===== src/rtl/dmem_arb_pkg.sv =====
// dmem_arb_pkg -- shared types and default sizes for the data-memory arbiter.
//   arb_state_t : which requester currently has priority
//   owner_t     : which port a read issued last cycle belongs to
package dmem_arb_pkg;

   localparam int ADDR_W_DEF     = 5;
   localparam int DATA_W_DEF     = 32;
   localparam int STARVE_MAX_DEF = 4;

   typedef enum logic {
      CPU_PRI,
      DBG_PRI
   } arb_state_t;

   typedef enum logic [1:0] {
      OWN_NONE,
      OWN_CPU,
      OWN_DBG
   } owner_t;

endpackage


===== src/rtl/arb_starve_ctr.sv =====
// arb_starve_ctr -- saturating count of consecutive refused debug-request cycles.
//   clk, rst_n : clock, synchronous active-low reset
//   inc        : debug requested and was refused this cycle
//   clr        : debug was granted or is not requesting
//   hit        : the count being loaded this cycle equals STARVE_MAX
module arb_starve_ctr #(
   parameter int STARVE_MAX = 4
) (
   input  logic clk,
   input  logic rst_n,
   input  logic inc,
   input  logic clr,
   output logic hit
);

   localparam int                CNT_W = $clog2(STARVE_MAX + 1);
   localparam logic [CNT_W-1:0]  MAX   = CNT_W'(STARVE_MAX);

   logic [CNT_W-1:0] cnt_q, cnt_d;

   always_comb begin
      cnt_d = cnt_q;
      if (clr)
         cnt_d = '0;
      else if (inc && (cnt_q != MAX))
         cnt_d = cnt_q + CNT_W'(1);
   end

   // Compare against the value being loaded so the arbiter can flip
   // priority on the same edge the count arrives at STARVE_MAX.
   assign hit = (cnt_d == MAX);

   always_ff @(posedge clk) begin
      if (!rst_n)
         cnt_q <= '0;
      else
         cnt_q <= cnt_d;
   end

endmodule


===== src/rtl/dmem_arbiter.sv =====
// dmem_arbiter -- shares one single-port data memory between the MEM stage
// (cpu_*) and a debug load/dump port (dbg_*). CPU has priority; a starvation
// counter forces one debug grant after STARVE_MAX refused cycles.
//   cpu_req/we/addr/wdata, dbg_*  : requests (held until granted)
//   cpu_gnt, dbg_gnt              : combinational grants, at most one high
//   cpu_stall                     : MEM stage refused this cycle
//   cpu/dbg_rvalid, _rdata        : read return one cycle after the grant
//   mem_en/we/addr/wdata          : command to the memory, from the winner
//   mem_rdata                     : memory data, valid the cycle after a read
module dmem_arbiter
   import dmem_arb_pkg::*;
#(
   parameter int ADDR_W     = ADDR_W_DEF,
   parameter int DATA_W     = DATA_W_DEF,
   parameter int STARVE_MAX = STARVE_MAX_DEF
) (
   input  logic              clk,
   input  logic              rst_n,
   input  logic              cpu_req,
   input  logic              cpu_we,
   input  logic [ADDR_W-1:0] cpu_addr,
   input  logic [DATA_W-1:0] cpu_wdata,
   output logic              cpu_gnt,
   output logic              cpu_stall,
   output logic              cpu_rvalid,
   output logic [DATA_W-1:0] cpu_rdata,
   input  logic              dbg_req,
   input  logic              dbg_we,
   input  logic [ADDR_W-1:0] dbg_addr,
   input  logic [DATA_W-1:0] dbg_wdata,
   output logic              dbg_gnt,
   output logic              dbg_rvalid,
   output logic [DATA_W-1:0] dbg_rdata,
   output logic              mem_en,
   output logic              mem_we,
   output logic [ADDR_W-1:0] mem_addr,
   output logic [DATA_W-1:0] mem_wdata,
   input  logic [DATA_W-1:0] mem_rdata
);

   arb_state_t        state_q, state_d;
   owner_t            owner_q, owner_d;
   logic [DATA_W-1:0] cpu_rdata_q, cpu_rdata_d;
   logic [DATA_W-1:0] dbg_rdata_q, dbg_rdata_d;
   logic              starve_hit;

   // Grants are held low throughout reset so nothing reaches the memory.
   always_comb begin
      cpu_gnt = 1'b0;
      dbg_gnt = 1'b0;
      if (rst_n) begin
         if (state_q == DBG_PRI) begin
            if (dbg_req)      dbg_gnt = 1'b1;
            else if (cpu_req) cpu_gnt = 1'b1;
         end else begin
            if (cpu_req)      cpu_gnt = 1'b1;
            else if (dbg_req) dbg_gnt = 1'b1;
         end
      end
   end

   assign cpu_stall = cpu_req & ~cpu_gnt;

   always_comb begin
      mem_en    = cpu_gnt | dbg_gnt;
      mem_we    = 1'b0;
      mem_addr  = '0;
      mem_wdata = '0;
      if (cpu_gnt) begin
         mem_we    = cpu_we;
         mem_addr  = cpu_addr;
         mem_wdata = cpu_wdata;
      end else if (dbg_gnt) begin
         mem_we    = dbg_we;
         mem_addr  = dbg_addr;
         mem_wdata = dbg_wdata;
      end
   end

   arb_starve_ctr #(
      .STARVE_MAX (STARVE_MAX)
   ) u_starve (
      .clk   (clk),
      .rst_n (rst_n),
      .inc   (dbg_req & ~dbg_gnt),
      .clr   (dbg_gnt | ~dbg_req),
      .hit   (starve_hit)
   );

   // Debug priority lasts exactly one cycle, used or not.
   always_comb begin
      state_d = state_q;
      case (state_q)
         CPU_PRI: if (starve_hit) state_d = DBG_PRI;
         DBG_PRI: state_d = CPU_PRI;
         default: state_d = CPU_PRI;
      endcase
   end

   always_comb begin
      owner_d = OWN_NONE;
      if (cpu_gnt && !cpu_we)      owner_d = OWN_CPU;
      else if (dbg_gnt && !dbg_we) owner_d = OWN_DBG;
   end

   // rvalid is masked by rst_n so a read granted just before reset is dropped.
   assign cpu_rvalid = rst_n && (owner_q == OWN_CPU);
   assign dbg_rvalid = rst_n && (owner_q == OWN_DBG);

   // The owner sees mem_rdata directly; the other port keeps its last value.
   assign cpu_rdata   = cpu_rvalid ? mem_rdata : cpu_rdata_q;
   assign dbg_rdata   = dbg_rvalid ? mem_rdata : dbg_rdata_q;
   assign cpu_rdata_d = cpu_rdata;
   assign dbg_rdata_d = dbg_rdata;

   always_ff @(posedge clk) begin
      if (!rst_n) begin
         state_q     <= CPU_PRI;
         owner_q     <= OWN_NONE;
         cpu_rdata_q <= '0;
         dbg_rdata_q <= '0;
      end else begin
         state_q     <= state_d;
         owner_q     <= owner_d;
         cpu_rdata_q <= cpu_rdata_d;
         dbg_rdata_q <= dbg_rdata_d;
      end
   end

endmodule


===== config.mk =====
export PLATFORM = sky130hd
export DESIGN_NAME = dmem_arbiter
export DESIGN_NICKNAME = d
export VERILOG_FILES = /design/src/rtl/dmem_arb_pkg.sv /design/src/rtl/arb_starve_ctr.sv /design/src/rtl/dmem_arbiter.sv
export SDC_FILE = /design/constraint.sdc
export NUM_CORES = 1
export LEC_CHECK = 0
export BUFFER_PORTS_ARGS = -buffer_cell sky130_fd_sc_hd__buf_2
export CORE_ASPECT_RATIO = 0.7
export CORE_UTILIZATION = 42
export DETAILED_ROUTE_END_ITERATION = 12
export PLACE_DENSITY = 0.8
export SLEW_MARGIN = 15
export SYNTH_ARGS = -nofsm -noshare
export SYNTH_HDL_FRONTEND = slang
export SYNTH_SLANG_ARGS = --single-unit

===== constraint.sdc =====
create_clock -name clk -period 1.4 [get_ports clk]
set_input_delay 0.21 -clock clk [delete_from_list [all_inputs] [get_ports clk]]
set_output_delay 0.21 -clock clk [all_outputs]
set_load 0.02 [all_outputs]

# ---- Word-level counts from Yosys, hierarchy flattened
# Index checks and enable logic that the tools add are counted.
dict set report classes {
  addsub 1
  n_mul 0
  div_mod_pow 0
  order_cmp 0
  eq_ne 4
  shifts 0
  mux 22
  bitwise_logic 9
  reduce_logical 8
}
# operator n
set op_table {}
lappend op_table {{two-way mux 32 bit} 4}
lappend op_table {{two-way mux 1 bit} 12}
lappend op_table {{two-way mux 5 bit} 2}
lappend op_table {{two-way mux 3 bit} 2}
lappend op_table {{logical AND 1 bit} 5}
lappend op_table {{inverter 1 bit} 5}
lappend op_table {{adder 3 x 1 -> 3 bit, second input constant} 1}
lappend op_table {{equality test 3 bit, second input constant} 1}
lappend op_table {{!= test 3 bit, second input constant} 1}
lappend op_table {{bitwise AND 1 bit} 2}
lappend op_table {{equality test 2 x 1 -> 1 bit, second input constant} 1}
lappend op_table {{equality test 2 bit, second input constant} 1}
lappend op_table {{logical NOT 1 bit} 2}
lappend op_table {{two-way mux 2 bit} 1}
lappend op_table {{bitwise OR 1 bit} 2}
lappend op_table {{one-hot mux 1 bit (2 select lines)} 1}
lappend op_table {{OR reduction 2 bit} 1}
dict set report word_totals {
  regBits 70
  latch_bits 0
  ramBits 0
  romBits 0
  inputBits 112
  out_inout_bits 108
  word_cells 50
  memories 0
}

# ---- Logic depth before layout (Yosys ltp)
# Gate-level depths: netlist (run 1).
dict set report logic_depth {
  word_depth 12
  ltp_mapped 5
  ltp_nobuf 5
}

# ---- Hierarchy
# A second synthesis (run 1) with hierarchy kept.
dict set report unflattened {
  hier_cells 524
  area_unflattened_um2 4159.0
}
# mod n_inst cells_each area_per_inst_um2
set by_module_without_submodules {}
lappend by_module_without_submodules {dmem_arbiter 1 505 3961.3}
lappend by_module_without_submodules {arb_starve_ctr 1 19 197.7}

# ---- Least setup slack after synthesis (run 1)
# OpenSTA, ideal clock, no wires.
dict set report synth_timing {
  kind {flip-flop to output port}
  start {register state_q}
  end {output port mem_addr[0]}
  arrival_ns 1.183
  required_ns 1.190
  path_slack_ns 0.007
  path_stages_with_launch 6
  cell_sequence {dfxtp_1 nand2b_1 and3_1 clkbuf_1 buf_2 a22o_1}
}
dict set report synth_via {
  elab_chain_len 4
  word_cells_on_any_way 6
}
# item line_no
set synth_lines {}
lappend synth_lines {{start, declared} dmem_arbiter.sv:41} ;# arb_state_t state_q, state_d;
lappend synth_lines {{start signal, assigned} dmem_arbiter.sv:123} ;# state_q <= state_d;
lappend synth_lines {{two-way mux 1 bit} dmem_arbiter.sv:52} ;# if (state_q == DBG_PRI) begin
lappend synth_lines {{two-way mux 1 bit} dmem_arbiter.sv:51} ;# if (rst_n) begin
lappend synth_lines {{named net dbg_gnt} dmem_arbiter.sv:31} ;# output logic dbg_gnt,
lappend synth_lines {{two-way mux 5 bit} dmem_arbiter.sv:73} ;# end else if (dbg_gnt) begin
lappend synth_lines {{two-way mux 5 bit} dmem_arbiter.sv:69} ;# if (cpu_gnt) begin
lappend synth_lines {{end, declared} dmem_arbiter.sv:36} ;# output logic [ADDR_W-1:0] mem_addr,
# The timed path passes the listed nets, and every way through them passes these cells.

# ---- Final worst setup path (run 1)
dict set report layout_timing {
  start {register owner_q[0]}
  end {output port cpu_rdata[6]}
}
dict set report layout_via {
  elab_chain_len 3
}
# item line_no
set layout_lines {}
lappend layout_lines {{start, declared} dmem_arbiter.sv:42} ;# owner_t owner_q, owner_d;
lappend layout_lines {{start signal, assigned} dmem_arbiter.sv:124} ;# owner_q <= owner_d;
lappend layout_lines {{equality test 2 x 1 -> 1 bit} dmem_arbiter.sv:107} ;# assign cpu_rvalid = rst_n && (owner_q == OWN_CPU);
lappend layout_lines {{logical AND 1 bit} dmem_arbiter.sv:107}
lappend layout_lines {{two-way mux 32 bit} dmem_arbiter.sv:111} ;# assign cpu_rdata = cpu_rvalid ? mem_rdata : cpu_rdata_q;
lappend layout_lines {{end, declared} dmem_arbiter.sv:26} ;# output logic [DATA_W-1:0] cpu_rdata,
# Every way passes these cells.

==> results of run 1 <==
-- state kept, by name, indices dropped and copies added, names as in the netlist --
| signal | cells |
|---|---|
| cpu_rdata_q | 32 |
| dbg_rdata_q | 32 |
| owner_q | 2 |
| state_q | 1 |
| u_starve.cnt_q | 3 |
-- worst reg2reg max path, stage by stage (launching register included) --
cell and delay [ps]:
dfxtp_2 310, nand3b_4 180, buf_12 160, buf_12 140, mux2_4 320, buf_6 120
buf_6 100, and2_4 140
-- layout by cell type (no fill, tap or decap), types with 2 or more instances in the layout --
cell type / synthesis / layout
nand3b_4: 2 / 2
buf_4: 0 / 16
and2_4: 0 / 8
inv_1: 4 / 3
nand4b_1: 2 / 2
ha_1: 2 / 2
a22o_1: 38 / 37
buf_16: 0 / 2
and2_1: 64 / 56
buf_12: 0 / 8
a21oi_1: 3 / 2
nor2_1: 4 / 4
buf_6: 7 / 99
mux2_4: 29 / 42
dfxtp_2: 0 / 3
bufinv_16: 0 / 3
buf_2: 8 / 126
nand2_1: 3 / 3
nor2b_1: 4 / 3
dfxtp_1: 70 / 67
mux2_2: 35 / 22
clkbuf_16: 0 / 11
-- worst max-delay path by stage --
stage,from,endpoint,cells past startpoint
after global routing,owner_q[0]$_SDFF_PN0_,cpu_rdata[5],5
after CTS,owner_q[0]$_SDFF_PN0_,dbg_rdata[2],5
after floorplan,state_q$_SDFF_PP0_,mem_addr[0],5
after global placement,rst_n,mem_addr[1],6
final,owner_q[0]$_SDFF_PN0_,cpu_rdata[6],5
after detailed placement,rst_n,mem_addr[1],6
-- routing by layer --
| metal | GRT usage, % | vias up | part of all wire, % |
|---|---|---|---|
| met4 | 7.43 | 0 | 2.2 |
| li1 | - | 1506 | - |
| met5 | 0 | - | 0 |
| met3 | 5.90 | 30 | 5.8 |
| met2 | 49.5 | 165 | 53 |
| met1 | 31.6 | 1586 | 39 |
-- layout make-up --
type | instances | area share, %
Clock buffer | 11 | 4.12
Timing Repair Buffer | 253 | 36.1
Sequential cell | 70 | 23.8
Tap cell | 98 | 2.08
Clock inverter | 5 | 1.80
Inverter | 4 | 0.255
Multi-Input combinational cell | 194 | 31.8
-- metrics by stage --
stage          hold slack, ps  cells  setup TNS [ps]
3_5_place_dp              402    598           -2900
3_3_place_gp              400    598           -1480
2_1_floorplan             282    291               0
6_report                 80.2    635          -35560
5_1_grt                  62.7    635          -41350
4_1_cts                  56.2    627          -34350
-- power by group --
group	total [mW]	switching [mW]	leakage, nW	internal, mW
registers	2.04	0.0127	0.567	2.03
clock network	2.60	0.811	0.166	1.79
logic	1.03	0.492	2.34	0.540
total	5.67	1.32	3.08	4.36
-- repair_timing --
| action | in CTS | in global routing |
|---|---|---|
| pin swaps | 4 | 3 |
| buffers inserted | 6 | 9 |
| cloned | 7 | 3 |
| hold endpoints to repair | 0 | 0 |
| gates resized for setup | 180 | 54 |
| hold buffers | 0 | 0 |
| setup endpoints to repair | 107 | 130 |
-- cell families after synthesis --
logic type,count (synthesis),synth area share [%]
AOI/OAI and AO/OA,45,11.3
xor gates and xnor gates,1,0.263
adders and majority gates,2,0.751
buffers and inverters,27,4.92
DFF,70,42.1
muxes,64,24.9
and+or+nand+nor,82,15.8
==> flow_metrics.env, run 1 <==
export IMPL_critical_path_cell_by_cell="buf_4, nand3b_4, buf_12, mux2_2, buf_2"
export IMPL_detailroute_via_count=3287
export IMPL_worst_r2r_path_depth=7
export IMPL_holdCritStartpoint="dbg_we"
export IMPL_final_seq_area_um2=1410
export IMPL_finalHoldViolations=0
export IMPL_synth_ff_latch_count=70
export IMPL_fillerInstances=449
export IMPL_pin_count_of_the_biggest_net_entering_global_routing=35
export IMPL_drt_initial_drc_count=137
export IMPL_count_of_clock_tree_sinks=70
export IMPL_fp_dieArea_um2=8300
export IMPL_syn_avg_cell_area_um2=11.4
export IMPL_critPathLaunchType="flop"
export IMPL_ir_worst_vdd_v=0.000739
export IMPL_worst_clock_skew_ps=5.81
export IMPL_clock_tree_buffer_depth=2
export IMPL_final_setup_viol_count=112
export IMPL_worst_r2r_setup_slack_ps=-180
export IMPL_cts_made_buffers=9
export IMPL_slowest_delay_ps=370
export IMPL_layout_cell_share_with_drive_strength_beyond_1_pct=65.4
export IMPL_timing_fmax_mhz=559
export IMPL_tightestPinTransition_ps=275
export IMPL_die_width_um=108
export IMPL_firstDrtPassIters=4
export IMPL_clock_tree_from_tritoncts="yes"
export IMPL_final_design_area_no_fill_um2=5900
export IMPL_critical_path_reg2reg_startpoint="owner_q[0]$_SDFF_PN0_"
export IMPL_dpl_hpwl_mm=7.44
export IMPL_min_path_type="in2reg"
export IMPL_total_of_warnings_raised_by_yosys=0
export IMPL_fp_dieH_um=76.5
export IMPL_power_per_cell_area_nw_per_um2=962
export IMPL_floorplan_initialDensity_pct=44.5
export IMPL_synth_top_cells_by_count="dfxtp_1 (70), and2_1 (64), a22o_1 (38)"
export IMPL_place_ws_ps=-74.9
export IMPL_outcome="finished with violations"
export IMPL_critical_path_reg2reg_endpoint="dbg_rdata_q[26]$_SDFF_PN0_"
export IMPL_yosysSeqAreaShare_pct=42.1
export IMPL_timing_setup_critical_path_class="reg2out"
export IMPL_async_reset_ff_share_pct=0
export IMPL_place_congestion=0.783
export IMPL_clock_root_buffer="clkbuf_16"
export IMPL_synthesized_cell_area_um2=3330
export IMPL_clock_pin_slew_of_the_registers_on_the_worst_case_setup_and_hold_paths_ps=50
export IMPL_synth_top_cell_area_share_pct=42.1
export IMPL_timing_final_crit_period_ps=1790
export IMPL_insertion_delay_ps=320
export IMPL_period_share_pct=128
export IMPL_vias_per_cell=5.18
export IMPL_count_of_buffers_inserted_at_the_top_level_ports=219
export IMPL_syn2layout_area_growth_pct=77.0
export IMPL_count_of_different_cell_masters_after_synthesis=24
export IMPL_critical_path_top_delay_family="buffers and inverters"
export IMPL_count_of_boundary_i_o_pins=220
export IMPL_grt_pass1_vias=3284
export IMPL_power_leakage_nw=3.08
export IMPL_syn_nets=405
export IMPL_type_of_destination_of_the_critical_path="output pin"
export IMPL_globalRouteTotalUtil_pct=27.2
export IMPL_initial_antenna_violation_count=0
export IMPL_holdPathStages=2
export IMPL_synth_top_area_cell="dfxtp_1"
export IMPL_number_of_antenna_cells_inserted=0
export IMPL_detail_route_antenna_nets=0
export IMPL_drt_total_wl_mm=12.6
export IMPL_synth_cells=291
export IMPL_detail_route_wl_per_cell_um=19.9
export IMPL_design_final_nets=646
export IMPL_remaining_drc_errors=0
export IMPL_totalPowerFinal_mw=5.67
export IMPL_rows=26
export IMPL_slew_headroom_pct=81.6
export IMPL_fin_ws_ps=-389
export IMPL_multi_input_area_um2=1880
export IMPL_synth_enable_flop_cells=0
export IMPL_timing_critical_path_buf_inv=3
export IMPL_rsz0062_at_grt="yes"
export IMPL_placeableCoreArea_um2=7480
export IMPL_grt_remaining_overflow=0
export IMPL_placed_area_um2=4580
export IMPL_timing_max_cap_violations=0
export IMPL_yosys_most_used_dff="dfxtp_1"
export IMPL_min_delay_worst_endpoint="owner_q[1]$_SDFF_PP0_"
export IMPL_synthMostInstantiatedCell="dfxtp_1"
export IMPL_cp_data_arrival_time_ps=1580
export IMPL_worst_ep_required_time_ps=1190
export IMPL_failed_checks="negative setup slack"
export IMPL_worst_path_max_fanout=17
export IMPL_cp_slowest_cell="mux2_2"
export IMPL_synthTopCellsByArea="dfxtp_1 (42%), mux2_4 (13%), and2_1 (12%), mux2_2 (12%), a22o_1 (10%)"
export IMPL_maxSlewViolCount=0
export IMPL_grt_first_pass_wirelength_mm=17.1
export IMPL_finish_utilization_pct=78.8
export IMPL_clock_tree_htree_level_count=3
No activity file was read; power rests on OpenSTA's default activity.
==> run 2: changes to the inputs <==
Settings changed: ABC_CLOCK_PERIOD_IN_PS set to 1400, PLACE_DENSITY 0.8 to 0.78, SKIP_LAST_GASP set to 1.
==> run 2 against run 1 <==
Effect of this change:
- the flow still finishes with violations (negative setup slack)
- fmax fell by 0.90%
- power fell by 2.0%
- setup slack got worse by 16 ps
- first-iteration DRC count rose by 35%
- clock power fell by 2%
- highest routed layer unchanged
- clock skew fell by 0.65 ps
- design area fell by 7.3%
- largest power group unchanged
- utilization fell by 5.7 points
==> flow_metrics.env, run 2 (same netlist as run 1, synthesis figures left out) <==
export IMPL_outcome="finished with violations"
export IMPL_failed_checks="negative setup slack"
export IMPL_timing_fmax_mhz=554
export IMPL_grt_first_pass_wirelength_mm=16.1
export IMPL_period_share_pct=129
export IMPL_worst_path_max_fanout=6
export IMPL_floorplan_initialDensity_pct=44.5
export IMPL_clock_tree_from_tritoncts="yes"
export IMPL_critical_path_top_delay_family="buffers and inverters"
export IMPL_clock_pin_slew_of_the_registers_on_the_worst_case_setup_and_hold_paths_ps=60
export IMPL_multi_input_area_um2=1860
export IMPL_count_of_buffers_inserted_at_the_top_level_ports=219
export IMPL_holdPathStages=2
export IMPL_type_of_destination_of_the_critical_path="output pin"
export IMPL_finish_utilization_pct=73.1
export IMPL_layout_commonest_cell="buf_2"
export IMPL_maxSlewViolCount=0
export IMPL_detailroute_via_count=3215
export IMPL_placed_area_um2=4590
export IMPL_top_signal_layer_used="met4"
export IMPL_critPathLaunchType="flop"
export IMPL_count_of_clock_tree_sinks=70
export IMPL_timing_final_crit_period_ps=1800
export IMPL_clock_root_buffer="clkbuf_16"
export IMPL_power_per_cell_area_nw_per_um2=1020
export IMPL_reg_top3="cpu_rdata_q: 32 flops, dbg_rdata_q: 32 flops, u_starve.cnt_q: 3 flops"
export IMPL_worst_r2r_path_depth=5
export IMPL_firstDrtPassIters=4
export IMPL_drt_initial_drc_count=185
export IMPL_finalHoldViolations=0
export IMPL_critical_path_reg2reg_startpoint="owner_q[0]$_SDFF_PN0_"
export IMPL_timing_setup_critical_path_class="reg2out"
export IMPL_detail_route_antenna_nets=0
export IMPL_grt_pass1_vias=3165
export IMPL_totalPowerFinal_mw=5.56
export IMPL_pin_count_of_the_biggest_net_entering_global_routing=38
export IMPL_fp_dieArea_um2=8300
export IMPL_fp_dieH_um=76.5
export IMPL_dpl_hpwl_mm=7.46
export IMPL_design_final_nets=638
export IMPL_timing_critical_path_mode_cell="buf_6"
export IMPL_timing_max_cap_violations=0
export IMPL_clock_tree_buffer_depth=2
export IMPL_vias_per_cell=5.13
export IMPL_min_delay_worst_endpoint="owner_q[1]$_SDFF_PP0_"
export IMPL_drt_total_wl_mm=11.2
export IMPL_final_setup_viol_count=108
export IMPL_rsz0062_at_grt="yes"
export IMPL_grt_remaining_overflow=0
export IMPL_die_width_um=108
export IMPL_number_of_antenna_cells_inserted=0
export IMPL_final_design_area_no_fill_um2=5470
export IMPL_worst_r2r_setup_slack_ps=-40
export IMPL_clock_tree_htree_level_count=3
export IMPL_insertion_delay_ps=320
export IMPL_detail_route_wl_per_cell_um=17.9
export IMPL_critical_path_cell_by_cell="buf_6, a21oi_4, buf_6, buf_16, a22o_1, buf_6"
export IMPL_worst_ep_required_time_ps=1190
export IMPL_power_leakage_nw=2.96
export IMPL_cts_made_buffers=9
export IMPL_count_of_boundary_i_o_pins=220
export IMPL_worst_clock_skew_ps=5.15
export IMPL_layout_cell_share_with_drive_strength_beyond_1_pct=63.9
export IMPL_initial_antenna_violation_count=0
export IMPL_min_path_type="in2reg"
export IMPL_fillerInstances=551
export IMPL_timing_critical_path_buf_inv=4
export IMPL_syn2layout_area_growth_pct=64.1
export IMPL_met3RoutedLength_mm=1.06
export IMPL_route_layer_met1_wl_mm=4.35
export IMPL_cp_slowest_cell="dfxtp_2"
export IMPL_slew_headroom_pct=81.1
export IMPL_fin_ws_ps=-405
export IMPL_ir_worst_vdd_v=0.000747
export IMPL_remaining_drc_errors=0
export IMPL_met2_wirelength_mm=5.52
export IMPL_fin_tns_setup_ps=-37020
export IMPL_rows=26
export IMPL_hold_buffers=0
export IMPL_place_congestion=0.794
export IMPL_whs_ps=52.5
export IMPL_critical_path_reg2reg_endpoint="dbg_rdata_q[2]$_SDFF_PN0_"
export IMPL_cp_data_arrival_time_ps=1590
export IMPL_final_seq_area_um2=1410
export IMPL_final_cell_mix="buf_2 (180), dfxtp_1 (67), and2_1 (64)"
export IMPL_tightestPinTransition_ps=284
export IMPL_slowest_delay_ps=320
export IMPL_placeableCoreArea_um2=7480
export IMPL_globalRouteTotalUtil_pct=25.7
export IMPL_holdCritStartpoint="dbg_we"
[run 2: timing repair]
action | in CTS | in global routing
buffers inserted | 4 | 6
pin swaps | 6 | 22
setup endpoints to repair | 107 | 107
gates resized for setup | 54 | 53
endpoints found under the hold margin | 0 | 0
gates cloned | 5 | 1
[run 2: power by group]
group          internal (mW)  switching [mW]
Sequential              2.03          0.0114
Combinational          0.483           0.477
Clock                   1.75           0.814
Total                   4.26            1.30
[run 2: through the flow]
stage	std cells	setup WS [ps]
after global routing	627	-452
after floorplan	291	6.75
after detailed placement	599	-86.7
final	627	-405
after CTS	624	-389
after global placement	599	-63.2
[run 2: metal layers]
metal  global-route usage [%]  vias to the layer above
li1                         -                     1486
met3                     8.13                       33
met1                     30.2                     1511
met5                        0                        -
met4                     10.7                        0
met2                     43.0                      185
[run 2: worst max-delay path by stage]
stage,from,to,cells after the start
finish,state_q$_SDFF_PP0_,mem_wdata[15],6
global route,state_q$_SDFF_PP0_,mem_wdata[15],6
CTS,owner_q[0]$_SDFF_PN0_,cpu_rdata[0],5
detailed placement,rst_n,dbg_rdata[28],5
global placement,rst_n,dbg_rdata[29],5
floorplan,state_q$_SDFF_PP0_,mem_addr[0],5
[run 2: final cells by class]
cell class                      count  share of cell area [%]
Timing Repair Buffer              245                    31.6
Multi-Input combinational cell    194                    33.9
Sequential cell                    70                    25.7
Tap cell                           98                    2.24
Inverter                            4                   0.275
Clock inverter                      5                    1.97
Clock buffer                       11                    4.26
